<file path="src/rtl/nonce_scheduler.sv">
// rtl/nonce_scheduler.sv - candidate issue, in-flight tagging and first-hit capture for the SHA-256 nonce pipeline
//
// Purpose:
//   Sweeps nonces from nonce_start to nonce_end (inclusive, wrapping mod 2^NONCE_W).
//   One candidate block {prefix, nonce} is issued per clock on hash_in.
//   A valid/nonce tag shift register tracks each candidate for PIPE_DEPTH clocks, so the
//   digest on hash_out can be matched to the nonce that produced it.
//   The first digest below target is captured, and the sweep then stops.
//
// Ports:
//   clk, rst                       clock and synchronous active-high reset
//   start, abort                   sweep control
//   prefix, nonce_start,
//   nonce_end, target              sweep parameters, latched on start
//   hash_in                        candidate block to the pipeline
//   hash_out                       digest from the pipeline, PIPE_DEPTH clocks after hash_in
//   busy, done                     status: busy in ISSUE/DRAIN, done in DONE
//   found, found_nonce, found_hash first-hit result
//   hash_count                     digests checked this sweep, saturating
module nonce_scheduler #(
    parameter int PIPE_DEPTH = 64,
    parameter int NONCE_W    = 32
) (
    input  logic                  clk,
    input  logic                  rst,
    input  logic                  start,
    input  logic                  abort,
    input  logic [255-NONCE_W:0]  prefix,
    input  logic [NONCE_W-1:0]    nonce_start,
    input  logic [NONCE_W-1:0]    nonce_end,
    input  logic [255:0]          target,
    output logic [255:0]          hash_in,
    input  logic [255:0]          hash_out,
    output logic                  busy,
    output logic                  done,
    output logic                  found,
    output logic [NONCE_W-1:0]    found_nonce,
    output logic [255:0]          found_hash,
    output logic [31:0]           hash_count
);

    localparam logic [1:0] IDLE  = 2'd0;
    localparam logic [1:0] ISSUE = 2'd1;
    localparam logic [1:0] DRAIN = 2'd2;
    localparam logic [1:0] DONE  = 2'd3;

    logic [1:0]             state;
    logic [255-NONCE_W:0]   prefix_q;
    logic [NONCE_W-1:0]     nonce_q;
    logic [NONCE_W-1:0]     end_q;
    logic [255:0]           target_q;
    logic [PIPE_DEPTH-1:0]  tag_v;
    logic [NONCE_W-1:0]     tag_n [PIPE_DEPTH];

    logic                   issue;
    logic                   running;
    logic                   check;
    logic                   hit;

    assign hash_in = {prefix_q, nonce_q};

    assign issue   = (state == ISSUE);
    assign running = (state == ISSUE) || (state == DRAIN);
    // Digest at the pipe exit belongs to the oldest tag; bubbles are never compared.
    assign check   = running && tag_v[PIPE_DEPTH-1];
    assign hit     = (state != IDLE) && tag_v[PIPE_DEPTH-1] && (hash_out < target_q);

    // Tag nonces carry no meaning without their valid bit, so they need no reset.
    always_ff @(posedge clk) begin
        tag_n[0] <= nonce_q;
        for (int i = 1; i < PIPE_DEPTH; i++) begin
            tag_n[i] <= tag_n[i-1];
        end
    end

    always_ff @(posedge clk) begin
        if (rst) begin
            state       <= IDLE;
            prefix_q    <= '0;
            nonce_q     <= '0;
            end_q       <= '0;
            target_q    <= '0;
            tag_v       <= '0;
            busy        <= 1'b0;
            done        <= 1'b0;
            found       <= 1'b0;
            found_nonce <= '0;
            found_hash  <= '0;
            hash_count  <= '0;
        end else begin
            tag_v <= {tag_v[PIPE_DEPTH-2:0], issue};

            if (check && (hash_count != 32'hFFFF_FFFF)) begin
                hash_count <= hash_count + 32'd1;
            end

            case (state)
                IDLE, DONE: begin
                    if (start && !abort) begin
                        prefix_q   <= prefix;
                        nonce_q    <= nonce_start;
                        end_q      <= nonce_end;
                        target_q   <= target;
                        found      <= 1'b0;
                        hash_count <= '0;
                        tag_v      <= '0;
                        busy       <= 1'b1;
                        done       <= 1'b0;
                        state      <= ISSUE;
                    end
                end
                ISSUE: begin
                    // The end nonce is held on hash_in through DRAIN; nothing is issued then.
                    if (nonce_q != end_q) begin
                        nonce_q <= nonce_q + 1'b1;
                    end else begin
                        state <= DRAIN;
                    end
                end
                default: begin
                    // Leave once the last valid tag is being checked now, so done lands
                    // PIPE_DEPTH+1 clocks after the final issue.
                    if (~|tag_v[PIPE_DEPTH-2:0]) begin
                        busy  <= 1'b0;
                        done  <= 1'b1;
                        state <= DONE;
                    end
                end
            endcase

            // Abort beats a simultaneous hit; both flush every in-flight tag.
            if (running && abort) begin
                tag_v <= '0;
                busy  <= 1'b0;
                done  <= 1'b0;
                state <= IDLE;
            end else if (hit) begin
                found       <= 1'b1;
                found_nonce <= tag_n[PIPE_DEPTH-1];
                found_hash  <= hash_out;
                tag_v       <= '0;
                busy        <= 1'b0;
                done        <= 1'b1;
                state       <= DONE;
            end
        end
    end

endmodule

</file>
<file path="config.mk">
export PLATFORM = sky130hd
export DESIGN_NAME = nonce_scheduler
export DESIGN_NICKNAME = d
export VERILOG_FILES = /design/src/rtl/nonce_scheduler.sv
export SDC_FILE = /design/constraint.sdc
export NUM_CORES = 2
export LEC_CHECK = 0
export ABC_AREA = 1
export CAP_MARGIN = 10
export CORE_ASPECT_RATIO = 2
export CORE_MARGIN = 2
export CORE_UTILIZATION = 30
export DETAILED_ROUTE_END_ITERATION = 16
export PLACE_DENSITY = 0.61
export SLEW_MARGIN = 15
export SYNTH_ARGS = -nofsm -noshare
export SYNTH_HDL_FRONTEND = slang
export SYNTH_SLANG_ARGS = --single-unit
</file>
<file path="constraint.sdc">
create_clock -name clk -period 7.1 [get_ports clk]
set_input_delay 1.42 -clock clk [delete_from_list [all_inputs] [get_ports clk]]
set_output_delay 1.42 -clock clk [all_outputs]
set_load 0.01 [all_outputs]
</file>
Word-level counts from Yosys, hierarchy flattened
Memories as Yosys holds them, arrays and structs flattened. A register that Yosys moved wholly into a read port is not among the register bits. Index checks and enable logic that the tools add are counted.

Add/subtract/negate cells: 2. Magnitude comparators: 1. Equal/unequal tests: 13. Muxes and demuxes: 24. Bitwise gates (word level): 2. Reduce and logical (&&, ||, !) cells: 21.

Operators with widths (count): less-than comparator 256 bit (1); 2-to-1 mux 32 bit (5); 2-to-1 mux 64 bit (2); adder 32 x 1 -> 32 bit, second input constant (2); one-hot mux 32 bit (2 select lines) (1); OR reduction 63 bit (1); != test 32 bit (1); != test 32 bit, second input constant (1); AND reduction 3 bit (4); 2-to-1 mux 1 bit (9); 2-to-1 mux 2 bit (4); logical AND 1 bit (6); != test 2 x 1 -> 1 bit, second input constant (3); != test 3 bit, second input constant (2); equality test 2 bit, second input constant (2); != test 4 x 3 -> 1 bit, second input constant (1); one-hot mux 1 bit (2 select lines) (2); one-hot mux 2 bit (2 select lines) (1); AND reduction 2 bit (2); nonzero test 2 bit (2); OR reduction 2 bit (2); != test 3 x 2 -> 1 bit, second input constant (1); OR reduction 3 bit (1); equality test 2 x 1 -> 1 bit, second input constant (1); other kinds (5) (6).

Flip-flop bits (word level): 901. Bits in writable memories: 2048. Input port bits: 804. Output and inout bits: 579. Logic and storage cells: 75. Memories kept: 1.

Memories: tag_n (depth 64, width 32, read ports 64, clocked after memory_dff 1, write ports 64, line 53) `logic [NONCE_W-1:0] tag_n [PIPE_DEPTH];`.

Longest topological paths before layout
Depth after elaboration: 7. Mapped depth: 24. Gate-level depth less buffers: 21.

Worst setup path before layout
Ideal clock, no wire load.

Path type: input -> register. Start point: in hash_out[191]. End point: reg found_nonce[22] (read register of tag_n). Setup time: 110 ps. Arrival time: 3246 ps. Required time: 6990 ps. Setup slack: 3744 ps. Stages on the path: 16. Buffers on the path: 3. Cells stage by stage: ha_1 nand2_1 inv_2 nand3_1 or2_1 nor4_1 nand4_1 nor2_1 nand2_1 nand3_1 buf_4 buf_4 buf_4 nand2_1 clkinv_1 nor2_1.

Longest elaborated chain between the ends: 3.

RTL lines: from (decl) (line 33) `input logic [255:0] hash_out,`; less-than comparator 256 bit (line 66) `assign hit = (state != IDLE) && tag_v[PIPE_DEPTH-1] && (hash_out < target_q);`; logical AND 1 bit (line 66); AND reduction 2 bit (no source line); to (decl) (line 37) `output logic [NONCE_W-1:0] found_nonce,`.

No other way between the ends. A chain may end at the register's enable or synchronous reset.

Worst setup path after layout
Start point: in hash_out[255]. End point: reg found_hash[221].

Longest elaborated chain between the ends: 3.

RTL lines: less-than comparator 256 bit (line 66); logical AND 1 bit (line 66); AND reduction 2 bit (no source line); to (signal assigned) (line 140) `found_hash <= hash_out;`; to (decl) (line 38) `output logic [255:0] found_hash,`.

No other way between the ends.

==> out/summary.log <==
qor: die.die_w 383.0 µm
qor: power.power.switching 10.99 mW
qor: clocking.cts.reportedPaths.clkPinSlew 0.06 ns
qor: sta.achievable-frequency 186.4 MHz
qor: clocking.clock_latency 0.85 ns
qor: sta.setup_viol_count_final 0
qor: sta.tightestPinTransition 1.306 ns
qor: sta.rsz0062_at_grt no
qor: setup_path.worstReg2RegEnd found_hash[221]$_SDFFE_PP0P_
qor: die.die_area 0.2918 mm²
qor: global_route.grt_pass1_vias 58,711
qor: setup_path.endpoint_kind register
qor: detailed_routing.detailroute.via_count 60,829
qor: clocking.cts_post_setup_buffers_inserted 0
qor: final_layout.multiInputGateArea 0.01984 mm²
qor: clocking.tritoncts yes
qor: power.vdd.ir_drop.worst 0.0002997 V
qor: synthesis.synth-seq-area-share 69.26%
qor: detailed_routing.vias_per_cell 4.357
qor: synthesis.syn_nets 9,525
qor: setup_path.critPathMaxFanout 52
qor: final_layout.layout-area-overhead-vs-synth 31.81%
qor: final_layout.post_route_cells_drive_above_1_share 5.878%
qor: min_path.holdCritStartpoint tag_n[39][17]$_DFF_P_
qor: setup_path.setup_slack_of_the_worst_register_to_register_path 2.43 ns
qor: clocking.total_cts_buffers 271
qor: die.start_util 30.10%
qor: synthesis.synth-seq-cells 2,981
qor: sta.period_share 75.57%
qor: placed_design.dp_hpwl 264,800 µm
qor: power.p_leak 46.72 nW
qor: synthesis.post-synth-top-count-cell sky130_fd_sc_hd__dfxtp_1
qor: die.core_region_area 0.2863 mm²
qor: clocking.deepest_clock_path_buffer_count 4
qor: synthesis.syn_inst 8,460
qor: placed_design.placedCellCount 13,324
qor: global_route.first_pass_grt_wire_length 454,600 µm
qor: power.switching_share 25.83%
qor: setup_path.startpoint_type input port
qor: clocking.ctsResizeCount 0
qor: sta.timing.final.crit_period 5.365 ns
qor: sta.largest_clock_skew_in_the_final_design 0.06377 ns
qor: setup_path.r2r-start target_q[255]$_SDFFE_PP0P_
qor: final_layout.nNetsFinal 10,882
qor: power.cellInternalPower 31.55 mW
qor: clocking.clk_root_buffer_cell sky130_fd_sc_hd__clkbuf_16
qor: power.share_clk_of_total_power 36.3%
qor: power.share_of_power_burned_in_combinational_logic 12.6%
qor: min_path.holdPathEnd tag_n[40][17]$_DFF_P_
qor: detailed_routing.drt.antenna.violating_nets 0
qor: detailed_routing.routed_wire_length_per_instance 24.18 µm
qor: setup_path.cp.arrival 6.06 ns
qor: min_path.worstHoldPathCells 0
qor: final_layout.instances_no_fill 13,962
qor: setup_path.critical_path_required 7.79 ns
qor: synthesis.yosysUniqueCellTypes 42
qor: detailed_routing.drt-pass1-iter-count 5
qor: setup_path.reg2regPathDepth 14
qor: detailed_routing.drc 0
qor: clocking.cts-hold-fix-buffers 0
qor: synthesis.syn_area_per_cell 10.19 µm²
qor: die.floorplan.die.height 761.9 µm
qor: sta.final_hold_vio_count 0
qor: global_route.grtUsageTotal 22.38%
qor: sta.slew_headroom 12.03%
qor: power.sequentialPowerShare 51.2%
qor: synthesis.ys_dominant_reg_cell sky130_fd_sc_hd__dfxtp_1
qor: detailed_routing.drt_wl_total 337,600 µm
qor: synthesis.mappedNetlistArea 0.08617 mm²
qor: synthesis.main_area_contributors_after_synthesis sky130_fd_sc_hd__dfxtp_1 (69%), sky130_fd_sc_hd__inv_1 (5.3%), sky130_fd_sc_hd__nor2_1 (4.2%), sky130_fd_sc_hd__nand2_1 (4.0%), sky130_fd_sc_hd__ha_1 (3.8%)
qor: synthesis.synthTopCellsByCount sky130_fd_sc_hd__dfxtp_1 (2,981), sky130_fd_sc_hd__inv_1 (1,228), sky130_fd_sc_hd__nor2_1 (957)
qor: power.powerDensity 374.5 mW/mm²
qor: synthesis.yosys.area.top_type_share 69.26%
qor: job.maxcap_viol_count 0
qor: synthesis.ys_async_sr_fraction 0%
qor: final_layout.final-seq-area 0.05968 mm²
qor: synthesis.yosys.area.top_type sky130_fd_sc_hd__dfxtp_1
qor: global_route.grt_max_degree 216
qor: synthesis.synth_edf_count 0
qor: die.row_count 278
qor: clocking.h-tree-depth 5
qor: synthesis.yosysWarningCount 0
qor: detailed_routing.drt-initial-drc-count 3,562
qor: placed_design.gp_congestion 1.022
qor: placed_design.port_buffers 1,382
qor: sta.timing.final.max_slew_violations 0
qor: die.ios 1,383
qor: global_route.grt_overflow 0
qor: min_path.worstHoldPathType reg2reg
qor: final_layout.fillerInstances 28,140
qor: run_status.result_of_the_run finished clean
qor: clocking.cts_sinks 2,981
qor: setup_path.timing_worst_setup_path_type in2reg
qor: global_route.number_of_antenna_violations_at_the_first_check_in_global_routing 225
qor: sta.final.setup.tns 0 ns
-- stage by stage --
stage | hold slack (ns) | cell area, µm² | setup slack [ns] | total power, mW | util [%]
after floorplan | 0.3096 | 86170 | 3.744 | 24.33 | -
after global placement | 0.3095 | 103800 | 0.5525 | 27.37 | 36.25
after detailed placement | 0.3121 | 103800 | 0.5793 | 27.51 | 36.25
after CTS | 0.2804 | 113200 | 1.483 | 43.17 | 39.53
after global routing | 0.2901 | 113500 | 1.395 | 44.57 | 39.65
final | 0.2868 | 113600 | 1.735 | 42.54 | 39.67
-- routing by layer --
| metal | routed length, µm | vias up | track usage, % |
|---|---|---|---|
| met1 | 117800 | 28299 | 22.88 |
| met5 | 549 | - | 0 |
| met2 | 147700 | 2360 | 34.61 |
| li1 | - | 29284 | - |
| met4 | 28010 | 80 | 16.50 |
| met3 | 43520 | 806 | 11.85 |
-- placed cells by master (no fill, tap or decap), types with 162 or more instances in the layout --
master,netlist,routed
sky130_fd_sc_hd__nor2_1,957,956
sky130_fd_sc_hd__inv_1,1228,1226
sky130_fd_sc_hd__dfxtp_1,2981,2981
sky130_fd_sc_hd__clkbuf_16,0,273
sky130_fd_sc_hd__nand4_1,344,344
sky130_fd_sc_hd__diode_2,0,162
sky130_fd_sc_hd__ha_1,261,261
sky130_fd_sc_hd__clkdlybuf4s50_1,0,1381
sky130_fd_sc_hd__o21ai_0,592,592
sky130_fd_sc_hd__nand2_1,910,908
sky130_fd_sc_hd__a21oi_1,419,418
-- flip-flops by register name (all words and copies together), names as in the netlist --
signal       count
tag_n         2048
found_hash     256
target_q       256
prefix_q       224
tag_v           64
end_q           32
found_nonce     32
hash_count      32
nonce_q         32
state            2
busy             1
done             1
found            1
-- critical path: stages --
cell and delay, ns:
sky130_fd_sc_hd__clkdlybuf4s50_1 0.44, sky130_fd_sc_hd__ha_1 0.52, sky130_fd_sc_hd__nand4_1 0.17, sky130_fd_sc_hd__nor3_1 0.53, sky130_fd_sc_hd__nand3_1 0.42, sky130_fd_sc_hd__nor2_1 0.26
sky130_fd_sc_hd__nand4_1 0.43, sky130_fd_sc_hd__nor2_1 0.54, sky130_fd_sc_hd__nand2_4 0.22, sky130_fd_sc_hd__nand3_4 0.47, sky130_fd_sc_hd__buf_12 0.32, sky130_fd_sc_hd__nand2_1 0.10
sky130_fd_sc_hd__clkinv_1 0.06, sky130_fd_sc_hd__nor2_1 0.04
-- power by group through the flow --
stage | Clock, mW | Combinational (mW) | Sequential [mW]
after floorplan | 0 | 2.40 | 21.9
after global placement | 0 | 5.32 | 22.1
after detailed placement | 0 | 5.33 | 22.2
after CTS | 16.0 | 5.36 | 21.8
after global routing | 16.6 | 5.82 | 22.2
final | 15.4 | 5.35 | 21.8
-- worst max-delay path by stage --
stage | startpoint | to
floorplan | hash_out[191] | found_nonce[22]$_SDFFE_PP0P_
finish | hash_out[255] | found_hash[221]$_SDFFE_PP0P_
global route | hash_out[255] | found_hash[213]$_SDFFE_PP0P_
CTS | hash_out[255] | found_hash[221]$_SDFFE_PP0P_
detailed placement | hash_out[255] | found_hash[214]$_SDFFE_PP0P_
global placement | hash_out[255] | found_hash[205]$_SDFFE_PP0P_
-- layout make-up --
type                       instances  area share [%]
timing repair buffer            1453           12.88
clock buffer                     351           6.687
antenna                          162          0.3569
clock inverter                   125           1.576
sequential                      2981           52.54
tap                             3780           4.164
multi-input combinational       3806           17.47
inverter                        1304           4.323
-- logic make-up after synthesis --
kind of cell	Yosys count	synth area share (%)
flip-flops	2981	69.26
AND/OR/NAND/NOR	2411	12.16
XOR/XNOR	63	0.6404
AO/OA/AOI/OAI	1071	6.367
buffers and inverters	1673	7.785
adder cells (fa/ha/maj)	261	3.790
Note: power is estimated with default switching activity, not from simulation.
